--- config.mk ---
export PLATFORM = sky130hd
export DESIGN_NAME = n_bit_reg_file
export DESIGN_NICKNAME = d
export VERILOG_FILES = /design/src/rtl/n_bit_reg_file.sv
export SDC_FILE = /design/constraint.sdc
export NUM_CORES = 1
export LEC_CHECK = 0
export BUFFER_PORTS_ARGS = -buffer_cell sky130_fd_sc_hd__buf_2
export CAP_MARGIN = 15
export CELL_PAD_IN_SITES_DETAIL_PLACEMENT = 1
export CELL_PAD_IN_SITES_GLOBAL_PLACEMENT = 2
export CORE_AREA = 2 2 110 112
export CTS_CLUSTER_SIZE = 10
export DETAILED_ROUTE_END_ITERATION = 16
export DIE_AREA = 0 0 112 114
export PLACE_DENSITY = 0.88
export SYNTH_ARGS = -nofsm -noshare
export SYNTH_HDL_FRONTEND = slang
export SYNTH_SLANG_ARGS = --single-unit
--- constraint.sdc ---
create_clock -name clk -period 3.3 [get_ports clk]
set_input_delay 0.165 -clock clk [delete_from_list [all_inputs] [get_ports clk]]
set_output_delay 0.165 -clock clk [all_outputs]
set_load 0.02 [all_outputs]
--- src/rtl/n_bit_reg_file.sv ---
// Register file with a two-entry in-order write queue.
// Reads forward from the newest matching queued write; register 0 reads zero.
module n_bit_reg_file #(
  parameter int Nsize = 8,
  parameter int Asize = 3
) (
  input  logic             clk,
  input  logic             reset_n,
  input  logic             wr_valid,
  output logic             wr_ready,
  input  logic [Asize-1:0] wr_addr,
  input  logic [Nsize-1:0] wr_data,
  input  logic             commit_en,
  input  logic [Asize-1:0] rd_addr_a,
  input  logic [Asize-1:0] rd_addr_b,
  output logic [Nsize-1:0] rd_data_a,
  output logic [Nsize-1:0] rd_data_b,
  output logic [1:0]       pending
);

  localparam int Depth = 2 ** Asize;

  logic [Nsize-1:0] mem    [Depth];
  logic [Asize-1:0] q_addr [2];
  logic [Nsize-1:0] q_data [2];
  logic [1:0]       count;

  logic [Asize-1:0] n_addr [2];
  logic [Nsize-1:0] n_data [2];
  logic [1:0]       n_count;
  logic             accept;
  logic             retire;
  logic             tail;

  assign wr_ready = (count != 2'd2);
  assign pending  = count;
  assign accept   = wr_valid && wr_ready;
  assign retire   = commit_en && (count != 2'd0);
  // slot 0 is the head; a same-edge retire shifts first, then appends
  assign tail     = retire ? 1'b0 : count[0];

  always_comb begin
    n_addr  = q_addr;
    n_data  = q_data;
    n_count = count + {1'b0, accept} - {1'b0, retire};
    if (retire) begin
      n_addr[0] = q_addr[1];
      n_data[0] = q_data[1];
    end
    if (accept) begin
      n_addr[tail] = wr_addr;
      n_data[tail] = wr_data;
    end
  end

  always_ff @(posedge clk or negedge reset_n) begin
    if (!reset_n) begin
      count <= 2'd0;
      for (int i = 0; i < Depth; i++)
        mem[i] <= '0;
      for (int j = 0; j < 2; j++) begin
        q_addr[j] <= '0;
        q_data[j] <= '0;
      end
    end else begin
      count  <= n_count;
      q_addr <= n_addr;
      q_data <= n_data;
      if (retire && (q_addr[0] != '0))
        mem[q_addr[0]] <= q_data[0];
    end
  end

  function automatic logic [Nsize-1:0] rd_val(
    input logic [Asize-1:0] a
  );
    if (a == '0)
      return '0;
    else if ((count == 2'd2) && (q_addr[1] == a))
      return q_data[1];
    else if ((count != 2'd0) && (q_addr[0] == a))
      return q_data[0];
    else
      return mem[a];
  endfunction

  always_comb begin
    rd_data_a = rd_val(rd_addr_a);
    rd_data_b = rd_val(rd_addr_b);
  end

endmodule

# Word-level counts from Yosys, hierarchy flattened
# Index checks and enable logic that the tools add are counted.
[op_classes]
addsub = 2
order_cmp = 6
eq_ne = 6
muxes = 26
bitwise = 4
reduce_logical = 13
[ops]
columns = ["cell", "n"]
rows = [
  ["8-bit two-way mux", 13],
  ["64-bit bitwise mux", 1],
  ["8-bit binary-select mux with 3-bit select", 2],
  ["8-bit demux with 3-bit select", 1],
  ["16-bit bitwise mux", 1],
  ["16-bit two-way mux", 1],
  ["3-bit equality test", 4],
  ["4-bit >= comparator, second input constant", 3],
  ["3-bit inverter with 4-bit output", 3],
  ["1-bit logical AND", 9],
  ["8-bit demux with 1-bit select", 1],
  ["6-bit bitwise mux", 1],
  ["3-bit zero test", 2],
  ["3-bit two-way mux", 2],
  ["6-bit two-way mux", 1],
  ["4-bit by 1-bit less-than comparator with 1-bit output, second input constant", 1],
  ["3-bit demux with 1-bit select", 1],
  ["3-bit nonzero test", 1],
  ["2-bit by 1-bit adder with 2-bit output", 1],
  ["2-bit equality test, second input constant", 1],
  ["2-bit >= comparator, second input constant", 1],
  ["2-bit by 1-bit less-than comparator with 1-bit output, second input constant", 1],
  ["2-bit inequality test, second input constant", 1],
  ["1-bit inverter with 2-bit output", 1],
  ["3 further kinds", 3],
]
[totals]
register_bits = 88
wordCells = 70

# Logic depth before layout (Yosys ltp)
# Gate-level depths: netlist of run 1.
[logic_depth]
word_depth = 10
ltp_mapped = 8
depth_no_buf = 7

# Worst setup path after synthesis of run 1
# Ideal clock, no wire load.
[synth_path]
kind = "register -> register"
from = "register count[0], in the netlist pending[0]"
to = "register count[1], in the netlist pending[1]"
t_arrival_ns = 1.945
t_required_ns = 3.166
setup_slack_ns = 1.220
path_stages_with_launch = 9
path_buffers = 1
path_cell_list = "dfrtp_1 -> o21ai_4 -> clkinv_2 -> clkbuf_1 -> ha_1 -> inv_1 -> ha_1 -> xnor2_1 -> xnor2_1"
[synth_via]
elab_chain_cells = 4
elab_cells_between_ends = 6
classes_between = "add/sub: 2; eq/ne: 1; reduce/logical: 3"
[synth_lines]
columns = ["item", "line_no", "text"]
rows = [
  ["start: declaration", "26", "logic [1:0] count;"],
  ["start signal: assignment", "66", "count <= n_count;"],
  ["2-bit inequality test", "35", "assign wr_ready = (count != 2'd2);"],
  ["1-bit logical AND", "37", "assign accept = wr_valid && wr_ready;"],
  ["2-bit by 1-bit adder with 2-bit output", "45", "n_count = count + {1'b0, accept} - {1'b0, retire};"],
  ["2-bit by 1-bit subtractor with 2-bit output (*)", "45", ""],
  ["named net n_count[1]", "30", "logic [1:0] n_count;"],
]
# The timed path passes the listed nets; every way through them passes the cells marked *.
# A chain may end at the register's enable or synchronous reset.

# Final worst setup path of run 1
[layout_path]
from = "register count[0], in the netlist pending[0]"
to = "output port rd_data_a[2]"
[layout_via]
elab_chain_cells = 5
elab_cells_between_ends = 7
classes_between = "eq/ne: 1; mux: 3; reduce/logical: 3"
[layout_lines]
columns = ["item", "line_no", "text"]
rows = [
  ["2-bit nonzero test", "81", "else if ((count != 2'd0) && (q_addr[0] == a))"],
  ["1-bit logical AND", "81", ""],
  ["8-bit two-way mux", "81", ""],
  ["8-bit two-way mux (*)", "79", "else if ((count == 2'd2) && (q_addr[1] == a))"],
  ["8-bit two-way mux (*)", "77", "if (a == '0)"],
  ["end: declaration", "16", "output logic [Nsize-1:0] rd_data_a,"],
]
# Mark *: on every way between the ends. The rest lies on a longest branch, timed or not.

==> impl_metrics.ini, run 1 <==
[worst_hold_path]
hp-start = wr_addr[0]
hold_class = in2reg
holdPathStages = 2

[sta]
setup_viol = 0
tightest_slew_ns = 0.910
finalHoldViolations = 0
relSlewSlack_pct = 38.8
post-route-min-period_ns = 2.71
finClkSkew_ns = 0.00952
period_share_pct = 82.2
maxSlewViolCount = 0
setup_tns_ns = 0
rsz0062_at_grt = false
fmax_mhz = 369

[critical_path]
r2r_start = pending[0]
reg2reg_depth = 5
end_kind = output pin
required_ns = 3.13
startpoint_type = register
path_class = reg2out
setup.worst_path.end = rd_data_a[2]
r2r-end = mem[54]
regToRegSetupSlack_ns = 0.79
cp_data_arrival_time_ns = 2.55
path_max_fanout = 8
crit_start = pending[0]

[synth]
synth_top_area_share_pct = 44.0
netlist_area_um2 = 5000
ys.flop_type = dfrtp_1
syn_inst = 423
synth_top_area_cell = dfrtp_1
ys_ff_latch = 88
synth_most_common_cell = dfrtp_1
synth_fp_nets = 446
yosysSeqAreaShare_pct = 44.0
synth_warnings = 0
synth_area_per_cell_um2 = 11.8
ys_async_sr_fraction_pct = 100
synth_area_leaders = dfrtp_1 (44%), mux2_2 (13%), mux4_2 (7.2%)
synth.distinct_cells = 39
synth_edf_count = 0
synthTopCellsByCount = dfrtp_1 (88), mux2_2 (59), a21oi_1 (32), mux2i_1 (32), nand2_1 (24)

[final_layout]
postLayoutCellArea_um2 = 5520
regArea_um2 = 2200
final_util_pct = 47.1
fill_cells = 1272
syn_to_final_growth_pct = 10.4
drive_gt1_share_pct = 34.9
antenna-diode-count = 0
multi_input_area_um2 = 2560
nets = 454

[grt]
grt_pass1_wl_um = 22600
antenna_found_initial = 0
grtUsageTotal_pct = 23.1
grt_max_degree = 66
grt_pass1_vias = 3942
overflow = 0

[route]
drtIter0Drc = 227
viasPerCell = 6.02
vias = 3502
wl_per_cell_um = 24.0
drtAntennaViolNets = 0
routed_wl_um = 14000
first_pass_iters = 4
drc = 0

[floorplan]
dieArea_um2 = 12800
io-pin-count = 40
design.core.area_um2 = 11700
die_w_um = 112
die_h_um = 114
num_rows = 40
start_util_pct = 42.7

[job]
cap_violations = 0

[clock_network]
cts_buffers = 9
post_cts_buffers = 0
clockBufferDepth = 2
root_buffer = clkbuf_16
clk_pin_slew_worst_paths_ns = 0.06
cts_max_level = 3
clock_latency_ns = 0.35
post_cts_resize_count = 0
cts_sinks = 88
cts_tree = built

[placed_design]
place.gp.congestion = 0.878
numPortBuffers = 39
hpwl_um = 9570
place_area_um2 = 5180

[power]
vdd_drop_max_mv = 0.485
p_leak_uw = 0.00238
power_density_nw_per_um2 = 980

[outcome]
status = completed
==> worst max-delay path, stage by stage (launching register included) <==
cell	delay, ns
dfrtp_1	0.47
nand2b_1	0.34
nor4_2	0.87
a21oi_1	0.13
a21oi_1	0.21
buf_2	0.19
==> per-layer routing <==
layer,share of wire [%],track usage [%],vias to the layer above
met5,0,0,-
met4,1.2,6.50,0
met3,4.2,4.46,15
met2,50,39.2,98
met1,44,30.5,1824
li1,-,-,1565
==> metrics by stage <==
stage               hold slack [ns]  total power (uW)  std cells  worst slack, ns
floorplan                    -0.131              3610        423             1.22
global placement              0.321              4110        566            0.936
detailed placement            0.332              4250        566            0.817
CTS                          0.0623              5420        582            0.553
global route                 0.0698              5720        582            0.449
finish                       0.0706              5410        582            0.588
==> timing repair <==
item                       CTS  global route
hold buffers                 1             0
hold endpoints to repair    64             0
setup endpoints to repair    0             0
==> logic make-up after synthesis <==
| kind of cell | share of synthesized area (%) |
|---|---|
| AOI/OAI and AO/OA | 11.4 |
| muxes | 29.3 |
| adders and majority gates | 0.500 |
| DFF | 44.0 |
| and+or+nand+nor | 7.66 |
| xor gates and xnor gates | 2.45 |
| buffers and inverters | 4.65 |
==> power by group <==
part	total, uW	leakage [uW]	switching, uW	internal, uW
combinational	2090	0.00114	1080	1000
sequential	2180	0.00108	612	1570
clock	1140	0.000158	438	704
==> layout by cell type, fill, tap and decap left out, types with 2 or more instances in the layout <==
cell	n
a21oi_1	32
a22oi_1	16
a31oi_1	11
and2_1	2
and4b_1	2
buf_2	38
buf_4	4
bufinv_16	2
clkbuf_16	9
clkbuf_8	2
dfrtp_1	88
ha_1	2
mux2_2	59
mux2_4	8
mux2i_1	32
mux4_2	16
nand2_1	24
nand2b_1	3
nand4b_1	2
nor2_1	12
nor2_2	3
nor2b_1	2
nor3_4	3
o211ai_1	16
o21ai_1	15
or3_1	3
or4_1	2
xnor2_1	8
xor2_1	6
==> final cells by class <==
class | instances | share of cell area, %
well taps | 147 | 3.33
repair buffers | 43 | 4.17
multi-input cells | 287 | 46.5
clock inverters | 4 | 1.38
clock buffers | 11 | 4.58
flip-flops and latches | 88 | 39.9
inverters | 2 | 0.159
==> registers in the layout, indices dropped and copies added (netlist names) <==
register / cells
mem: 64
q_addr: 6
q_data: 16
pending: 2
==> worst min-delay path by stage <==
stage               slack [ns]        end
floorplan                -0.13     mem[0]
global route              0.07  q_data[2]
CTS                       0.06  q_addr[0]
finish                    0.07  q_addr[0]
detailed placement        0.33    mem[28]
global placement          0.32    mem[20]
Note: power is estimated with default switching activity, not from simulation.
==> run 2: changes to the inputs <==
--- a/config.mk
+++ b/config.mk
@@ -9,11 +9,11 @@
 export CAP_MARGIN = 15
 export CELL_PAD_IN_SITES_DETAIL_PLACEMENT = 1
 export CELL_PAD_IN_SITES_GLOBAL_PLACEMENT = 2
-export CORE_AREA = 2 2 110 112
+export CORE_AREA = 2 2 114 116
 export CTS_CLUSTER_SIZE = 10
 export DETAILED_ROUTE_END_ITERATION = 16
-export DIE_AREA = 0 0 112 114
-export PLACE_DENSITY = 0.88
+export DIE_AREA = 0 0 116 118
+export PLACE_DENSITY = 0.82
 export SYNTH_ARGS = -nofsm -noshare
 export SYNTH_HDL_FRONTEND = slang
 export SYNTH_SLANG_ARGS = --single-unit
==> constraint.sdc (replaced) <==
create_clock -name clk -period 2.6 [get_ports clk]
set_input_delay 0.13 -clock clk [delete_from_list [all_inputs] [get_ports clk]]
set_output_delay 0.13 -clock clk [all_outputs]
set_load 0.02 [all_outputs]
==> impl_metrics.ini, run 2 (synthesized netlist as in run 1, its figures left out) <==
[critical_path]
cp_slowest_cell = dfrtp_1
path_class = reg2out
crit_start = q_addr[3]
r2r_start = pending[0]
max_stage_delay_ns = 0.67
critPathTopFamily = flip-flops
reg2reg_depth = 4
startpoint_type = register
critical_path_buf_inv_count = 1
end_kind = output pin
required_ns = 2.47
cp_data_arrival_time_ns = 2.37
crit_chain = xnor2_1 > nand4b_1 > o211ai_1 > a21oi_1 > buf_2
path_max_fanout = 8
cp.depth = 5

[floorplan]
num_rows = 41
io-pin-count = 40
design.core.area_um2 = 12400
die_w_um = 116
die_h_um = 118
dieArea_um2 = 13700
start_util_pct = 40.3

[worst_hold_path]
holdPathStages = 2
hold_class = in2reg
hp-start = wr_data[1]

[final_layout]
final_util_pct = 44.9
fill_cells = 1351
largest_reg_flops = 64
multi_input_area_um2 = 2570
syn_to_final_growth_pct = 11.5
regArea_um2 = 2200
antenna-diode-count = 0
mostFrequentLayoutCell = dfrtp_1
drive_gt1_share_pct = 36.6
nets = 464
regMostFlops = mem
top_regs = mem: 64 flops, q_data: 16 flops, q_addr: 6 flops
mostFrequentLayoutCells = dfrtp_1 (88), mux2_2 (59), buf_2 (38), mux2i_1 (32), a21oi_1 (32)

[grt]
grtUsageTotal_pct = 22.6
overflow = 0
grt_max_degree = 45
antenna_found_initial = 0
grt_pass1_wl_um = 22900
grt_pass1_vias = 3867

[job]
cap_violations = 0

[sta]
post-route-min-period_ns = 2.50
finalHoldViolations = 0
maxSlewViolCount = 0
period_share_pct = 96.1
tightest_slew_ns = 0.845
fmax_mhz = 400
relSlewSlack_pct = 43.5
rsz0062_at_grt = false
fin_ws_ns = 0.100
setup_viol = 0
hold-worst-slack_ns = 0.0340
finClkSkew_ns = 0.00689
setup_tns_ns = 0

[placed_design]
numPortBuffers = 39
hpwl_um = 10100
place.gp.congestion = 0.866
pre_cts_slack_ns = 0.426

[power]
vdd_drop_max_mv = 0.516
power_density_nw_per_um2 = 1190
p_leak_uw = 0.00241

[clock_network]
root_buffer = clkbuf_16
clk_pin_slew_worst_paths_ns = 0.06
cts_buffers = 9
clock_latency_ns = 0.35
cts_tree = built
clockBufferDepth = 2
cts_max_level = 3
post_cts_buffers = 0
cts_sinks = 88

[route]
routed_wl_um = 14000
first_pass_iters = 4
drc = 0
wl_per_cell_um = 22.8
vias = 3578
viasPerCell = 5.80
drtIter0Drc = 200
drtAntennaViolNets = 0

[outcome]
status = completed
==> run 2: cell types whose count changed in the layout (fill, tap and decap cells not counted), sizes merged <==
cell,previous run,this run
bufinv,2,0
buf,42,52
clkinv,1,3
==> run 2: what timing repair did <==
item,4_1_cts,5_1_grt
hold buffers,1,0
resized for setup,0,2
endpoints found under the hold margin,41,0
setup endpoints to repair,0,8
==> run 2: final cells by class <==
cell class	count	area share, %
repair buffers	53	5.47
inverters	2	0.157
clock inverters	4	0.538
well taps	172	3.86
multi-input cells	287	46.1
flip-flops and latches	88	39.5
clock buffers	11	4.35
==> run 2: worst paths after layout <==
| check | endpoint | slack (ns) |
|---|---|---|
| max | rd_data_b[5] | 0.10 |
| min | q_data[1] | 0.03 |
| max reg2reg | q_data[10] | 0.58 |
| min reg2reg | mem[60] | 0.40 |
| max in group asynchronous | mem[2] | 1.59 |
| min in group asynchronous | mem[4] | 0.33 |
==> run 2: stage by stage <==
step | cells | area [um2] | total power (uW)
floorplan | 423 | 5000 | 4580
global placement | 601 | 5290 | 5240
detailed placement | 601 | 5290 | 5390
CTS | 617 | 5570 | 6660
global route | 617 | 5580 | 7060
finish | 617 | 5580 | 6610
==> run 2: power by group <==
group	switching [uW]	internal (uW)
combinational	1350	1300
clock	553	673
sequential	742	1990
total	2650	3960
==> run 2: per-layer routing <==
metal | GRT usage [%] | share of wire, % | wire length [um]
met5 | 0 | 0 | 0
met4 | 6.99 | 1.6 | 228
met3 | 4.43 | 4.0 | 560
met2 | 35.2 | 49 | 6820
met1 | 31.7 | 46 | 6440
==> run 3: changes to the inputs <==
--- a/config.mk
+++ b/config.mk
@@ -9,11 +9,12 @@
 export CAP_MARGIN = 15
 export CELL_PAD_IN_SITES_DETAIL_PLACEMENT = 1
 export CELL_PAD_IN_SITES_GLOBAL_PLACEMENT = 2
-export CORE_AREA = 2 2 114 116
+export CORE_AREA = 5 5 123 113
 export CTS_CLUSTER_SIZE = 10
 export DETAILED_ROUTE_END_ITERATION = 16
-export DIE_AREA = 0 0 116 118
-export PLACE_DENSITY = 0.82
+export DIE_AREA = 0 0 128 118
+export PLACE_DENSITY = 0.83
+export SKIP_CTS_REPAIR_TIMING = 1
 export SYNTH_ARGS = -nofsm -noshare
 export SYNTH_HDL_FRONTEND = slang
 export SYNTH_SLANG_ARGS = --single-unit
==> impl_metrics.ini, run 3 (synthesized netlist as in run 1, its figures left out) <==
[grt]
grt_pass1_vias = 3937
antenna_found_initial = 0
grtUsageTotal_pct = 19.3
overflow = 0
grt_pass1_wl_um = 22700
grt_max_degree = 53

[route]
drtAntennaViolNets = 0
first_pass_iters = 4
routed_wl_um = 13700
drc = 0
wl_per_cell_um = 22.6
drtIter0Drc = 210
viasPerCell = 5.77
vias = 3496

[final_layout]
regArea_um2 = 2200
largest_reg_flops = 64
regMostFlops = mem
drive_gt1_share_pct = 36.2
multi_input_area_um2 = 2570
nets = 460
mostFrequentLayoutCells = dfrtp_1 (88), mux2_2 (59), buf_2 (38), mux2i_1 (32), a21oi_1 (32)
top_regs = mem: 64 flops, q_data: 16 flops, q_addr: 6 flops
final_util_pct = 44.7
antenna-diode-count = 0
syn_to_final_growth_pct = 11.7
mostFrequentLayoutCell = dfrtp_1
fill_cells = 1372
final_cells = 606

[clock_network]
clock_latency_ns = 0.34
root_buffer = clkbuf_16
cts_buffers = 9
clk_pin_slew_worst_paths_ns = 0.06
cts_max_level = 3
cts_sinks = 88
clockBufferDepth = 2
cts_tree = built

[sta]
tightest_slew_ns = 0.829
fmax_mhz = 405
finalHoldViolations = 0
post-route-min-period_ns = 2.47
rsz0062_at_grt = false
finClkSkew_ns = 0.00535
maxSlewViolCount = 0
relSlewSlack_pct = 44.6
setup_tns_ns = 0
period_share_pct = 94.9
setup_viol = 0

[floorplan]
num_rows = 39
design.core.area_um2 = 12500
start_util_pct = 40.0
io-pin-count = 40
die_h_um = 118
die_w_um = 128
dieArea_um2 = 15100

[power]
power_frac_clock_pct = 19.9
switching_share_pct = 39.6
switching_power_uw = 2680
power_density_nw_per_um2 = 1210
vdd_drop_max_mv = 0.582
p_leak_uw = 0.00240
seq_power_share_pct = 41.0
p_int_uw = 4080
pwr-share-comb_pct = 39.1

[critical_path]
cp_data_arrival_time_ns = 2.34
end_kind = output pin
path_max_fanout = 8
required_ns = 2.47
path_class = reg2out
startpoint_type = register

[placed_design]
numPortBuffers = 39
placedCellCount = 589
place.gp.congestion = 0.795
hpwl_um = 9770

[worst_hold_path]
hold_class = in2reg

[outcome]
status = completed

[job]
cap_violations = 0
## run 3: metrics by stage
stage	hold slack [ns]	setup slack (ns)	total power [uW]	cell area, um2
2_1_floorplan	-0.166	0.520	4580	5000
3_3_place_gp	0.206	0.499	5250	5260
3_5_place_dp	0.213	0.430	5410	5260
4_1_cts	-0.159	0.0514	6780	5570
5_1_grt	0.0220	0.00720	7210	5590
6_report	0.0300	0.131	6760	5590
## run 3: final timing paths
path	from	to	slack, ns	cells after the start
worst max register to register	pending[0]	q_data[8]	0.54	4
max in group asynchronous	reset_n	mem[31]	1.48	3
min in group asynchronous	reset_n	mem[21]	0.37	2
worst min-delay path	wr_addr[0]	q_addr[0]	0.03	2
worst max-delay path	q_addr[3]	rd_data_a[7]	0.13	5
worst min register to register	mem[59]	mem[59]	0.39	0
## run 3: power by group through the flow
stage          Clock [uW]  Combinational (uW)  Sequential [uW]
5_1_grt              1450                2900             2870
6_report             1350                2640             2770
3_5_place_dp            0                2640             2770
4_1_cts              1370                2660             2750
2_1_floorplan           0                2220             2360
3_3_place_gp            0                2560             2700
## run 3: layout make-up
type / count / share of cell area (%)
multi-input cells: 287 / 46.1
flip-flops and latches: 88 / 39.4
clock buffers: 12 / 4.59
well taps: 164 / 3.67
clock inverters: 4 / 0.941
inverters: 2 / 0.157
repair buffers: 49 / 5.15
## run 3: metal layers
layer	GRT usage [%]	part of all wire, %
met1	27.2	47
met5	0	0
met2	30.6	49
met4	4.44	1.1
met3	3.90	3.2
## run 3: critical path, cell delays in order, from the launching register on
cell and delay [ns]:
dfrtp_1 0.66, xnor2_1 0.20, nand4b_1 0.47, o211ai_1 0.33, a21oi_1 0.14, buf_2 0.18
